$ cat src/rtl/led_pwm_fader_if.sv
// Control/status bundle between the LED pattern stage (master) and the PWM fader (slave).
// Carries the fade strobe, enable, per-LED targets and the PWM drive/settled status.
interface led_pwm_fader_if #(
  parameter int N_LEDS = 6
);
  logic              tick;
  logic              enable;
  logic [N_LEDS-1:0] target;
  logic [N_LEDS-1:0] pwm_out;
  logic              settled;

  modport master (
    output tick,
    output enable,
    output target,
    input  pwm_out,
    input  settled
  );

  modport slave (
    input  tick,
    input  enable,
    input  target,
    output pwm_out,
    output settled
  );
endinterface

$ cat src/rtl/led_pwm_fader.sv
// Per-LED PWM driver whose brightness ramps toward an on/off target by a fixed
// step on every fade tick, so chase patterns fade instead of hard-switching.
module led_pwm_fader #(
  parameter int N_LEDS    = 6,
  parameter int PWM_BITS  = 8,
  parameter int FADE_STEP = 16
) (
  input  logic             clk,
  input  logic             nrst,
  led_pwm_fader_if.slave   bus
);
  localparam logic [PWM_BITS-1:0] C_MAX  = {PWM_BITS{1'b1}};
  localparam logic [PWM_BITS-1:0] C_ZERO = {PWM_BITS{1'b0}};
  localparam logic [PWM_BITS:0]   C_STEP = (PWM_BITS+1)'(FADE_STEP);
  localparam logic [PWM_BITS-1:0] C_ONE  = {{(PWM_BITS-1){1'b0}}, 1'b1};

  // Saturating one-step move toward the target extreme; sum kept one bit wider so it cannot wrap.
  function automatic logic [PWM_BITS-1:0] fade_next(input logic [PWM_BITS-1:0] level,
                                                    input logic              up);
    logic [PWM_BITS:0] sum;
    sum = {1'b0, level} + C_STEP;
    if (up) begin
      if (sum > {1'b0, C_MAX}) return C_MAX;
      else                     return sum[PWM_BITS-1:0];
    end else begin
      if ({1'b0, level} > C_STEP) return level - C_STEP[PWM_BITS-1:0];
      else                        return C_ZERO;
    end
  endfunction

  logic [PWM_BITS-1:0] r_cnt;
  logic [PWM_BITS-1:0] r_level     [N_LEDS];
  logic [PWM_BITS-1:0] w_level_nxt [N_LEDS];
  logic [N_LEDS-1:0]   w_pwm_nxt;
  logic [N_LEDS-1:0]   w_done;
  logic [N_LEDS-1:0]   r_pwm;
  logic                r_settled;
  logic                w_fade;

  // Next levels, PWM compare and per-channel settled terms from the current levels.
  always_comb begin
    w_fade = bus.tick && bus.enable;
    for (int i = 0; i < N_LEDS; i++) begin
      w_level_nxt[i] = r_level[i];
      w_pwm_nxt[i]   = 1'b0;
      w_done[i]      = 1'b0;
      if (w_fade) begin
        w_level_nxt[i] = fade_next(r_level[i], bus.target[i]);
      end else begin
        w_level_nxt[i] = r_level[i];
      end
      // Full level is a constant high, not MAX/2^PWM_BITS duty.
      if (bus.enable) begin
        w_pwm_nxt[i] = (r_level[i] == C_MAX) || (r_cnt < r_level[i]);
      end else begin
        w_pwm_nxt[i] = 1'b0;
      end
      if (bus.target[i]) begin
        w_done[i] = (r_level[i] == C_MAX);
      end else begin
        w_done[i] = (r_level[i] == C_ZERO);
      end
    end
  end

  // PWM counter, brightness levels and registered outputs.
  always_ff @(posedge clk or negedge nrst) begin
    if (!nrst) begin
      r_cnt     <= C_ZERO;
      r_pwm     <= {N_LEDS{1'b0}};
      r_settled <= 1'b1;
      for (int i = 0; i < N_LEDS; i++) begin
        r_level[i] <= C_ZERO;
      end
    end else begin
      r_cnt     <= r_cnt + C_ONE;
      r_pwm     <= w_pwm_nxt;
      r_settled <= &w_done;
      for (int i = 0; i < N_LEDS; i++) begin
        r_level[i] <= w_level_nxt[i];
      end
    end
  end

  assign bus.pwm_out = r_pwm;
  assign bus.settled = r_settled;
endmodule

$ cat src/flat_wrapper.sv
// flat-port wrapper written by rule: the top's interface ports become plain ports
module led_pwm_fader_flat 
#(
  parameter int N_LEDS    = 6,
  parameter int PWM_BITS  = 8,
  parameter int FADE_STEP = 16
)
  (clk, nrst, bus_tick, bus_enable, bus_target, bus_pwm_out, bus_settled);
  led_pwm_fader_if #(.N_LEDS(N_LEDS)) bus_i ();
  input  logic clk;
  input  logic nrst;
  input wire logic [$bits(bus_i.tick)-1:0] bus_tick;
  input wire logic [$bits(bus_i.enable)-1:0] bus_enable;
  input wire logic [$bits(bus_i.target)-1:0] bus_target;
  output wire logic [$bits(bus_i.pwm_out)-1:0] bus_pwm_out;
  output wire logic [$bits(bus_i.settled)-1:0] bus_settled;
  assign bus_i.tick = bus_tick;
  assign bus_i.enable = bus_enable;
  assign bus_i.target = bus_target;
  assign bus_pwm_out = bus_i.pwm_out;
  assign bus_settled = bus_i.settled;
  led_pwm_fader #(.N_LEDS(N_LEDS), .PWM_BITS(PWM_BITS), .FADE_STEP(FADE_STEP)) u_core (.clk(clk), .nrst(nrst), .bus(bus_i));
endmodule
$ cat config.mk
export PLATFORM = sky130hd
export DESIGN_NAME = led_pwm_fader_flat
export DESIGN_NICKNAME = d
export VERILOG_FILES = /design/src/rtl/led_pwm_fader_if.sv /design/src/rtl/led_pwm_fader.sv /design/src/flat_wrapper.sv
export SDC_FILE = /design/constraint.sdc
export NUM_CORES = 1
export LEC_CHECK = 0
export ABC_AREA = 1
export CAP_MARGIN = 20
export CORE_MARGIN = 5
export CORE_UTILIZATION = 45
export CTS_CLUSTER_DIAMETER = 150
export DETAILED_ROUTE_END_ITERATION = 6
export PLACE_DENSITY = 0.67
export SYNTH_ARGS = -nofsm -noshare
export SYNTH_HDL_FRONTEND = slang
export SYNTH_SLANG_ARGS = --single-unit
$ cat constraint.sdc
create_clock -name clk -period 2.3 [get_ports clk]
set_clock_uncertainty 0.2 [all_clocks]
set_input_delay 0.575 -clock clk [delete_from_list [all_inputs] [get_ports clk]]
set_output_delay 0.575 -clock clk [all_outputs]
set_load 0.01 [all_outputs]
== Yosys cells after proc, flatten, opt, wreduce, memory -nomap -nowiden ==
Cells that the tools add are included.
Operators by class
  $add $sub $neg: 13
  order comparisons: 18
  equal/unequal tests: 6
  multiplexer cells: 30
  reduce and logical (&&, ||, !) cells: 14
Operator list (number)
  8-bit 2-to-1 mux: 18
  8-bit by 5-bit adder with 9-bit output, second input constant: 6
  9-bit by 8-bit greater-than comparator with 1-bit output, second input constant: 6
  8-bit equality test, second input constant: 6
  8-bit by 5-bit greater-than comparator with 1-bit output, second input constant: 6
  8-bit logical NOT: 6
  8-bit < comparator: 6
  8-bit by 5-bit subtractor with 8-bit output, second input constant: 6
  1-bit 2-to-1 mux: 12
  8-bit by 1-bit adder with 8-bit output, second input constant: 1
  1-bit logical OR: 6
  6-bit AND reduction: 1
  1-bit logical AND: 1
Word-level totals
  bits in registers: 63
  input bits: 10
  output and inout bits: 7
  word-level logic and storage cells: 90

== Depth between registers and ports, before layout ==
Gate-level depths: netlist (run 1).
  depth in word-level cells: 4
  mapped depth: 12
  depth with buffers taken out: 12

== Worst setup path after synthesis (run 1) ==
OpenSTA, ideal clock, no wires.
  path kind: reg-to-reg
  start point: register u_core.r_level[44] (netlist bit)
  end point: register u_core.r_level[46] (netlist bit)
  setup time: 0.069 ns
  arrival: 1.361 ns
  data required time: 2.031 ns
  slack: 0.670 ns
  cell stages (with the launch flop): 11
  path buffers: 0
  clock period less this slack: 1.630 ns
  cell sequence: dfrtp_1 > inv_1 > ha_1 > inv_1 > nor2_1 > nand2_1 > nor2_1 > nand2_1 > nand2_1 > nand3_1 > nand3_1
Between the ends
  word-level cells in the longest chain between the ends: 4
  elaborated cells on any way between the ends: 7
  classes of those cells: add/sub (2); order compare (2); mux (3)
RTL lines
  start: declaration: RTL line led_pwm_fader.sv:32  | logic [PWM_BITS-1:0] r_level [N_LEDS];
  start signal: indexed assignment: RTL line led_pwm_fader.sv:80  | r_level[i] <= w_level_nxt[i];
  8-bit by 5-bit adder with 9-bit output: RTL line led_pwm_fader.sv:21  | sum = {1'b0, level} + C_STEP;
  9-bit by 8-bit greater-than comparator with 1-bit output: RTL line led_pwm_fader.sv:23  | if (sum > {1'b0, C_MAX}) return C_MAX;
  8-bit 2-to-1 mux: RTL line led_pwm_fader.sv:23
  8-bit 2-to-1 mux (*): RTL line led_pwm_fader.sv:22  | if (up) begin
Mark *: on every way between the ends. The rest lies on a longest branch, timed or not.
A chain may end at the register's enable or synchronous reset.

== Worst setup path after layout (run 1) ==
  start point: register u_core.r_settled (netlist: u_core.bus.settled)
  end point: output bus_settled
RTL lines
  start: declaration: RTL line led_pwm_fader.sv:37  | logic r_settled;
  start signal: assignment: RTL line led_pwm_fader.sv:78  | r_settled <= &w_done;
  end: declaration: RTL line flat_wrapper.sv:16  | output wire logic [$bits(bus_i.settled)-1:0] bus_settled;
No word-level cell between the ends.

==> flow_summary.yaml, run 1 <==
floorplanning:
  die_height_um: 107.3
  io_pins: 17
  die_w_um: 107.3
  initial_utilization: 0.4607
  die_area_um2: 11500
  core_um2: 9240
  rows: 35
placed_design:
  hpwl_um: 7544
  gp_congestion: 0.8237
  io_buffers: 16
global_routing:
  antenna_found_initial: 0
  grtUsageTotal: 0.1828
  grt_max_degree: 29
  grt_pass1_vias: 3894
  gr-total-overflow: 0
  grt_pass1_wl_um: 17170
outcome:
  violations: "negative hold slack"
  status: "complete, but fails checks"
timing:
  rsz0062_at_grt: "false"
  period_share: 0.9483
  max_slew_margin: 0.6918
  slew_viol_final: 0
  worst_slew_pin_slew_ns: 0.4623
  setup_violations: 0
  max_freq_mhz: 458.5
  min_period_ns: 2.181
  hold_viol: 14
  tns_ns: 0
  holdWs_ns: -0.009084
route:
  viasPerCell: 5.096
  totalWireLength_um: 9813
  first_iter_violations: 107
  route.detailed.drc: 0
  via_count: 3873
  ant_nets: 0
  dr.pass1.iters: 4
  wl_per_cell_um: 12.91
critical_path:
  reg2reg_from: "u_core.r_level[12]"
  cp.arrival_ns: 1.41
  regToRegEndpoint: "u_core.r_level[13]"
  slowest_stage: "dfstp_2"
  worst-r2r-cell-count: 8
  cp_cell_sequence: "clkdlybuf4s50_1"
  crit_type: "reg -> out"
  cp_top_family: "flip-flops"
  timing.critical_path.from_type: "register"
  path_max_fanout: 1
  required_ns: 1.52
  max_stage_delay_ns: 0.56
  path_buf_inv: 1
  ff2ff_setup_slack_ns: 0.41
  endpoint_kind: "output port"
clock_tree:
  root_buffer: "clkbuf_8"
  clk_transition_reported_paths_ns: 0.10
  clk_path_buf_depth: 2
  holdBufCountCts: 0
  cts_buffers: 5
  clock_sinks: 45
  cts_max_level: 2
  clock_latency_ns: 0.31
  cts.repair.resized: 0
  postCtsSetupBuffers: 0
  cts_tree: "yes"
yosys:
  synth.top_cell.area_share: 0.2587
  yosys_warnings: 0
  synth-main-ff-cell: "dfrtp_1"
  yosys.cell_types.count: 32
  syn_avg_cell_area_um2: 6.967
  synth_seq_cells: 45
  yosys.area.top_type: "dfrtp_1"
  yosysSeqAreaShare: 0.2648
  synth_area_um2: 4257
  netlist_top_cells_count: "nand2_1, ha_1, inv_1"
  syn_inst: 611
  synth_nets: 694
  yosysMostFrequentCell: "nand2_1"
  ys_top_cells_by_area: "dfrtp_1, ha_1, nand2_1, nand3_1, inv_1"
  synth_edf_count: 0
  synth-async-reset-ratio: 1.000
cells_and_area:
  layout-drive-gt1-share: 0.06815
  area_growth_pct: 10.17
  n_antenna_cell: 0
  fillers: 901
  nets: 713
run:
  maxCapViolations: 0
power:
  powerDensity_nw_per_um2: 974.8
  peakVddDrop_mv: 0.4349
  p_leak_nw: 2.519
hold_path:
  hp-class: "in -> async"
worst reg2reg max path, cell delays in order, from the launching register on:
cell	delay (ns)
dfrtp_1	0.47
inv_1	0.17
ha_1	0.36
nand2_1	0.06
nor3_1	0.20
nand3_1	0.12
nand2_1	0.11
nor2_1	0.06
nor2_1	0.08
sequential cells by signal, summed over array words and instances, names as in the netlist:
register,cells
u_core.r_level,30
u_core.bus.pwm_out,6
u_core.r_cnt,8
u_core.bus.settled,1
cell usage in the layout (no fill, tap or decap):
cell,count
dfstp_2,1
nor2_2,5
buf_12,3
inv_2,15
o21ai_0,7
dfrtp_1,44
nand2_1,216
o211ai_1,2
o21ai_1,9
nand3b_1,1
xor2_1,17
nand3_1,47
or2_1,1
clkinv_2,1
nor2_4,1
xnor2_1,5
buf_4,4
a21oi_1,32
buf_2,1
a22oi_1,1
o22ai_1,3
ha_1,73
nor2_1,38
inv_6,1
clkinvlp_4,1
nor3_2,1
inv_1,60
o221ai_1,1
o21a_1,6
nor3_1,6
clkbuf_8,5
nand4_1,4
clkdlybuf4s50_1,15
nand3_2,2
nand2_2,2
worst max path at each step:
| stage | startpoint | end | slack (ns) | cells past startpoint |
|---|---|---|---|---|
| 2_1_floorplan | u_core.r_level[44] | u_core.r_level[46] | 0.67 | 10 |
| 5_1_grt | u_core.bus.settled | bus_settled | 0.09 | 1 |
| 3_3_place_gp | bus_target[4] | u_core.r_level[13] | 0.28 | 7 |
| 3_5_place_dp | bus_target[4] | u_core.r_level[13] | 0.21 | 7 |
| 4_1_cts | u_core.bus.settled | bus_settled | 0.11 | 1 |
| 6_report | u_core.bus.settled | bus_settled | 0.12 | 1 |
layout make-up:
type,instances,area [um^2],share of cell area
Multi-Input combinational cell,480,2784,0.5936
Inverter,75,281.5,0.06003
Clock inverter,3,21.27,0.004536
Timing Repair Buffer,23,245.2,0.05229
Sequential cell,45,1127,0.2404
Tap cell,129,161.4,0.03442
Clock buffer,5,68.82,0.01467
routing by layer:
layer,routed length [um],track usage,vias to the layer above
li1,-,-,1984
met1,4377,0.2293,1784
met2,4716,0.3128,80
met3,417,0.02220,25
met4,302,0.08311,0
met5,0,0,-
power by group:
| group | internal [mW] | switching (mW) |
|---|---|---|
| Combinational | 1.07 | 1.51 |
| Clock | 0.217 | 0.311 |
| Sequential | 1.04 | 0.420 |
| Total | 2.33 | 2.24 |
per-stage QoR:
step	instances	power (mW)	setup slack, ns	util	area, um^2
2_1_floorplan	611	3.420	0.6696	-	4257
6_report	760	4.572	0.1188	0.5075	4690
3_3_place_gp	752	3.940	0.2846	0.4978	4599
4_1_cts	760	4.593	0.1086	0.5075	4690
3_5_place_dp	752	4.042	0.2134	0.4978	4599
5_1_grt	760	5.099	0.09351	0.5075	4690
logic make-up (layout without fill, tap and decap cells):
logic type	after synthesis	count (layout)	share of synthesized area
and+or+nand+nor	324	324	0.3154
buffers and inverters	86	106	0.08113
adders and majority gates	73	73	0.2146
AOI/OAI and AO/OA	61	61	0.07877
DFF	45	45	0.2648
xor gates and xnor gates	22	22	0.04527
(Power assumes the default switching activity.)
==> run 2, diff against run 1 <==
--- a/config.mk
+++ b/config.mk
@@ -11,7 +11,7 @@
 export CORE_UTILIZATION = 45
 export CTS_CLUSTER_DIAMETER = 150
 export DETAILED_ROUTE_END_ITERATION = 6
-export PLACE_DENSITY = 0.67
+export PLACE_DENSITY = 0.66
 export SYNTH_ARGS = -nofsm -noshare
 export SYNTH_HDL_FRONTEND = slang
 export SYNTH_SLANG_ARGS = --single-unit
==> flow_summary.yaml, run 2 (synthesis results as in run 1) <==
outcome:
  status: "completed"
power:
  p_switching_mw: 2.193
  pwr-share-clk: 0.113
  p_leak_nw: 2.500
  powerDensity_nw_per_um2: 976.0
  swShare: 0.4836
  p_int_mw: 2.342
  peakVddDrop_mv: 0.4957
  combPwrFrac: 0.563
  seqPwrFrac: 0.324
cells_and_area:
  nets: 711
  regArea_um2: 1127
  multi_input_area_um2: 2784
  regMostFlops: "u_core.r_level"
  area_growth_pct: 9.142
  final_cells: 757
  final_common_cell: "nand2_1"
  fillers: 896
  final_cell_mix: "nand2_1, ha_1, inv_1, nand3_1, dfrtp_1"
  largest_reg_flops: 30
  n_antenna_cell: 0
  layout-drive-gt1-share: 0.06210
floorplanning:
  rows: 35
  die_height_um: 107.3
  initial_utilization: 0.4607
  core_um2: 9240
  die_w_um: 107.3
  io_pins: 17
  die_area_um2: 11500
global_routing:
  gr-total-overflow: 0
  grt_pass1_vias: 3687
  grt_max_degree: 29
  antenna_found_initial: 0
  grt_pass1_wl_um: 17020
  grtUsageTotal: 0.1802
timing:
  slew_viol_final: 0
  max_freq_mhz: 463.6
  setup_violations: 0
  period_share: 0.9379
  tns_ns: 0
  rsz0062_at_grt: "false"
  holdWs_ns: 0.01736
  min_period_ns: 2.157
  hold_viol: 0
  max_slew_margin: 0.6822
  worst_slew_pin_slew_ns: 0.4767
critical_path:
  required_ns: 1.52
  cp_cell_sequence: "clkdlybuf4s50_1"
  slowest_stage: "dfstp_2"
  ff2ff_setup_slack_ns: 0.38
  path_max_fanout: 1
  cp.arrival_ns: 1.38
  path_buf_inv: 1
  crit_type: "reg -> out"
  cp_top_family: "flip-flops"
  endpoint_kind: "output port"
  max_stage_delay_ns: 0.55
  timing.critical_path.from_type: "register"
clock_tree:
  cts_max_level: 2
  holdBufCountCts: 0
  root_buffer: "clkbuf_8"
  cts.repair.resized: 0
  clock_sinks: 45
  cts_buffers: 5
  postCtsSetupBuffers: 0
  cts_tree: "yes"
  clk_path_buf_depth: 2
  clock_latency_ns: 0.30
  clk_transition_reported_paths_ns: 0.08
hold_path:
  hp-class: "in -> async"
placed_design:
  gp_congestion: 0.8376
  io_buffers: 16
  place_inst: 750
  hpwl_um: 7517
route:
  totalWireLength_um: 9731
  dr.pass1.iters: 4
  via_count: 3771
  viasPerCell: 4.982
  wl_per_cell_um: 12.85
  first_iter_violations: 131
  route.detailed.drc: 0
  ant_nets: 0
run:
  maxCapViolations: 0
-- run 2: power groups by stage --
stage / Clock [mW] / Combinational [mW] / Sequential [mW]
floorplan: 0 / 2.10 / 1.32
global placement: 0 / 2.48 / 1.47
detailed placement: 0 / 2.54 / 1.48
CTS: 0.534 / 2.56 / 1.46
global route: 0.556 / 2.99 / 1.52
finish: 0.512 / 2.55 / 1.47
-- run 2: layout make-up --
| class | instances | share of cell area |
|---|---|---|
| Inverter | 75 | 0.06060 |
| Sequential cell | 45 | 0.2427 |
| Clock buffer | 7 | 0.01858 |
| Timing Repair Buffer | 21 | 0.04417 |
| Tap cell | 129 | 0.03474 |
| Multi-Input combinational cell | 480 | 0.5992 |
-- run 2: layer usage --
| metal | global-route usage | share of wire |
|---|---|---|
| met2 | 0.3043 | 0.47 |
| met5 | 0 | 0 |
| met4 | 0.06027 | 0.019 |
| met3 | 0.02280 | 0.031 |
| met1 | 0.2378 | 0.48 |
-- run 2: worst paths after layout --
path	start	to	depth (start not counted)
worst max-delay path	u_core.bus.settled	bus_settled	1
worst min-delay path	nrst	u_core.r_level[36]	1
worst max register to register	u_core.r_level[44]	u_core.r_level[46]	10
worst min register to register	u_core.r_cnt[0]	u_core.r_cnt[1]	1
max in group asynchronous	nrst	u_core.r_cnt[5]	2
min in group clk	u_core.r_cnt[0]	u_core.r_cnt[1]	1
-- run 2: metrics by stage --
stage | power, mW | utilization | instance area, um^2 | setup slack [ns]
floorplan | 3.420 | - | 4257 | 0.6696
global placement | 3.953 | 0.4934 | 4559 | 0.2879
detailed placement | 4.019 | 0.4934 | 4559 | 0.2448
CTS | 4.557 | 0.5028 | 4646 | 0.1251
global route | 5.069 | 0.5028 | 4646 | 0.1081
finish | 4.534 | 0.5028 | 4646 | 0.1429
==> run 3, diff against run 2 <==
--- a/config.mk
+++ b/config.mk
@@ -12,6 +12,7 @@
 export CTS_CLUSTER_DIAMETER = 150
 export DETAILED_ROUTE_END_ITERATION = 6
 export PLACE_DENSITY = 0.66
+export SLEW_MARGIN = 40
 export SYNTH_ARGS = -nofsm -noshare
 export SYNTH_HDL_FRONTEND = slang
 export SYNTH_SLANG_ARGS = --single-unit
==> constraint.sdc (replaced) <==
create_clock -name clk -period 2.1 [get_ports clk]
set_clock_uncertainty 0.2 [all_clocks]
set_input_delay 0.525 -clock clk [delete_from_list [all_inputs] [get_ports clk]]
set_output_delay 0.525 -clock clk [all_outputs]
set_load 0.01 [all_outputs]
==> flow_summary.yaml, run 3 (synthesis results as in run 1) <==
cells_and_area:
  n_antenna_cell: 0
  layout-drive-gt1-share: 0.07692
  fillers: 910
  nets: 719
  largest_reg_flops: 30
  area_growth_pct: 11.35
  regArea_um2: 1129
  final_common_cell: "nand2_1"
  multi_input_area_um2: 2784
  regMostFlops: "u_core.r_level"
  fin_util: 0.5129
  final_cell_mix: "nand2_1, ha_1, inv_1, nand3_1, dfrtp_1"
timing:
  holdWs_ns: 0.3555
  tns_ns: 0
  max_freq_mhz: 531.0
  slew_viol_final: 0
  setup_violations: 0
  max_slew_margin: 0.6690
  period_share: 0.8968
  worst_slew_pin_slew_ns: 0.4965
  min_period_ns: 1.883
  hold_viol: 0
  rsz0062_at_grt: "false"
critical_path:
  reg2reg_from: "u_core.r_level[45]"
  cp.arrival_ns: 1.16
  crit_type: "reg -> out"
  endpoint_kind: "output port"
  max_stage_delay_ns: 0.52
  path_buf_inv: 1
  setup.worst_path.end: "bus_pwm_out[3]"
  path_max_fanout: 1
  path_depth: 1
  required_ns: 1.37
  cp_top_family: "buffers and inverters"
  cp_cell_sequence: "clkdlybuf4s50_1"
  ff2ff_setup_slack_ns: 0.24
  regToRegEndpoint: "u_core.r_level[46]"
  crit_start: "u_core.bus.pwm_out[3]"
  slowest_stage: "clkdlybuf4s50_1"
  worst-r2r-cell-count: 10
  timing.critical_path.from_type: "register"
global_routing:
  gr-total-overflow: 0
  grt_pass1_vias: 3825
  grt_pass1_wl_um: 17680
  grtUsageTotal: 0.1887
  grt_max_degree: 30
  antenna_found_initial: 0
placed_design:
  io_buffers: 16
  gp_congestion: 0.8405
  hpwl_um: 7766
outcome:
  status: "completed"
clock_tree:
  root_buffer: "clkbuf_8"
  cts_buffers: 5
  clock_latency_ns: 0.30
  clk_path_buf_depth: 2
  clock_sinks: 45
  cts_max_level: 2
  clk_transition_reported_paths_ns: 0.09
  cts_tree: "yes"
  postCtsSetupBuffers: 0
power:
  peakVddDrop_mv: 0.4386
  power_mw: 5.077
  powerDensity_nw_per_um2: 1071
  p_leak_nw: 2.570
route:
  first_iter_violations: 166
  viasPerCell: 5.061
  dr.pass1.iters: 4
  wl_per_cell_um: 13.02
  totalWireLength_um: 9977
  ant_nets: 0
  route.detailed.drc: 0
  via_count: 3877
floorplanning:
  die_area_um2: 11500
  io_pins: 17
  core_um2: 9240
  die_height_um: 107.3
  die_w_um: 107.3
  rows: 35
  initial_utilization: 0.4607
run:
  maxCapViolations: 0
hold_path:
  hp-class: "reg -> reg"
[run 3: layout make-up]
type,count,area share
clock buffers,7,0.02033
clock inverters,1,0.001056
inverters,75,0.05940
multi-input cells,480,0.5874
flip-flops and latches,45,0.2381
well taps,129,0.03405
repair buffers,29,0.05966
[run 3: worst min path at each step]
stage | start | endpoint | slack [ns] | cells past startpoint
detailed placement | nrst | u_core.r_level[38] | 0.29 | 1
floorplan | nrst | u_core.bus.pwm_out[0] | 0.03 | 0
global route | u_core.r_cnt[0] | u_core.r_cnt[1] | 0.39 | 1
global placement | nrst | u_core.r_level[38] | 0.29 | 1
finish | u_core.r_cnt[0] | u_core.r_cnt[1] | 0.36 | 1
CTS | u_core.r_cnt[0] | u_core.r_cnt[1] | 0.36 | 1
[run 3: power by group]
part,internal [mW],total [mW],switching (mW),leakage [nW]
combinational,1.21,2.91,1.70,1.96
clock,0.298,0.605,0.307,0.0542
sequential,1.14,1.56,0.420,0.560
[run 3: routing by layer]
layer | global-route usage | share of wire | up-vias
met4 | 0.05297 | 0.019 | 0
met2 | 0.3302 | 0.49 | 67
li1 | - | - | 2000
met1 | 0.2429 | 0.46 | 1793
met5 | 0 | 0 | -
met3 | 0.02460 | 0.033 | 17
[run 3: timing repair]
| item | CTS | global route |
|---|---|---|
| gates resized for setup | 0 | 2 |
| hold buffers | 1 | 0 |
| hold endpoints to repair | 16 | 0 |
| endpoints found under the setup margin | 0 | 2 |
[run 3: stage by stage]
step | setup WS [ns] | area, um^2 | instances
3_3_place_gp | 0.1118 | 4624 | 757
6_report | 0.2167 | 4740 | 766
3_5_place_dp | 0.06920 | 4624 | 757
4_1_cts | 0.008507 | 4736 | 766
2_1_floorplan | 0.4696 | 4257 | 611
5_1_grt | 0.04401 | 4740 | 766
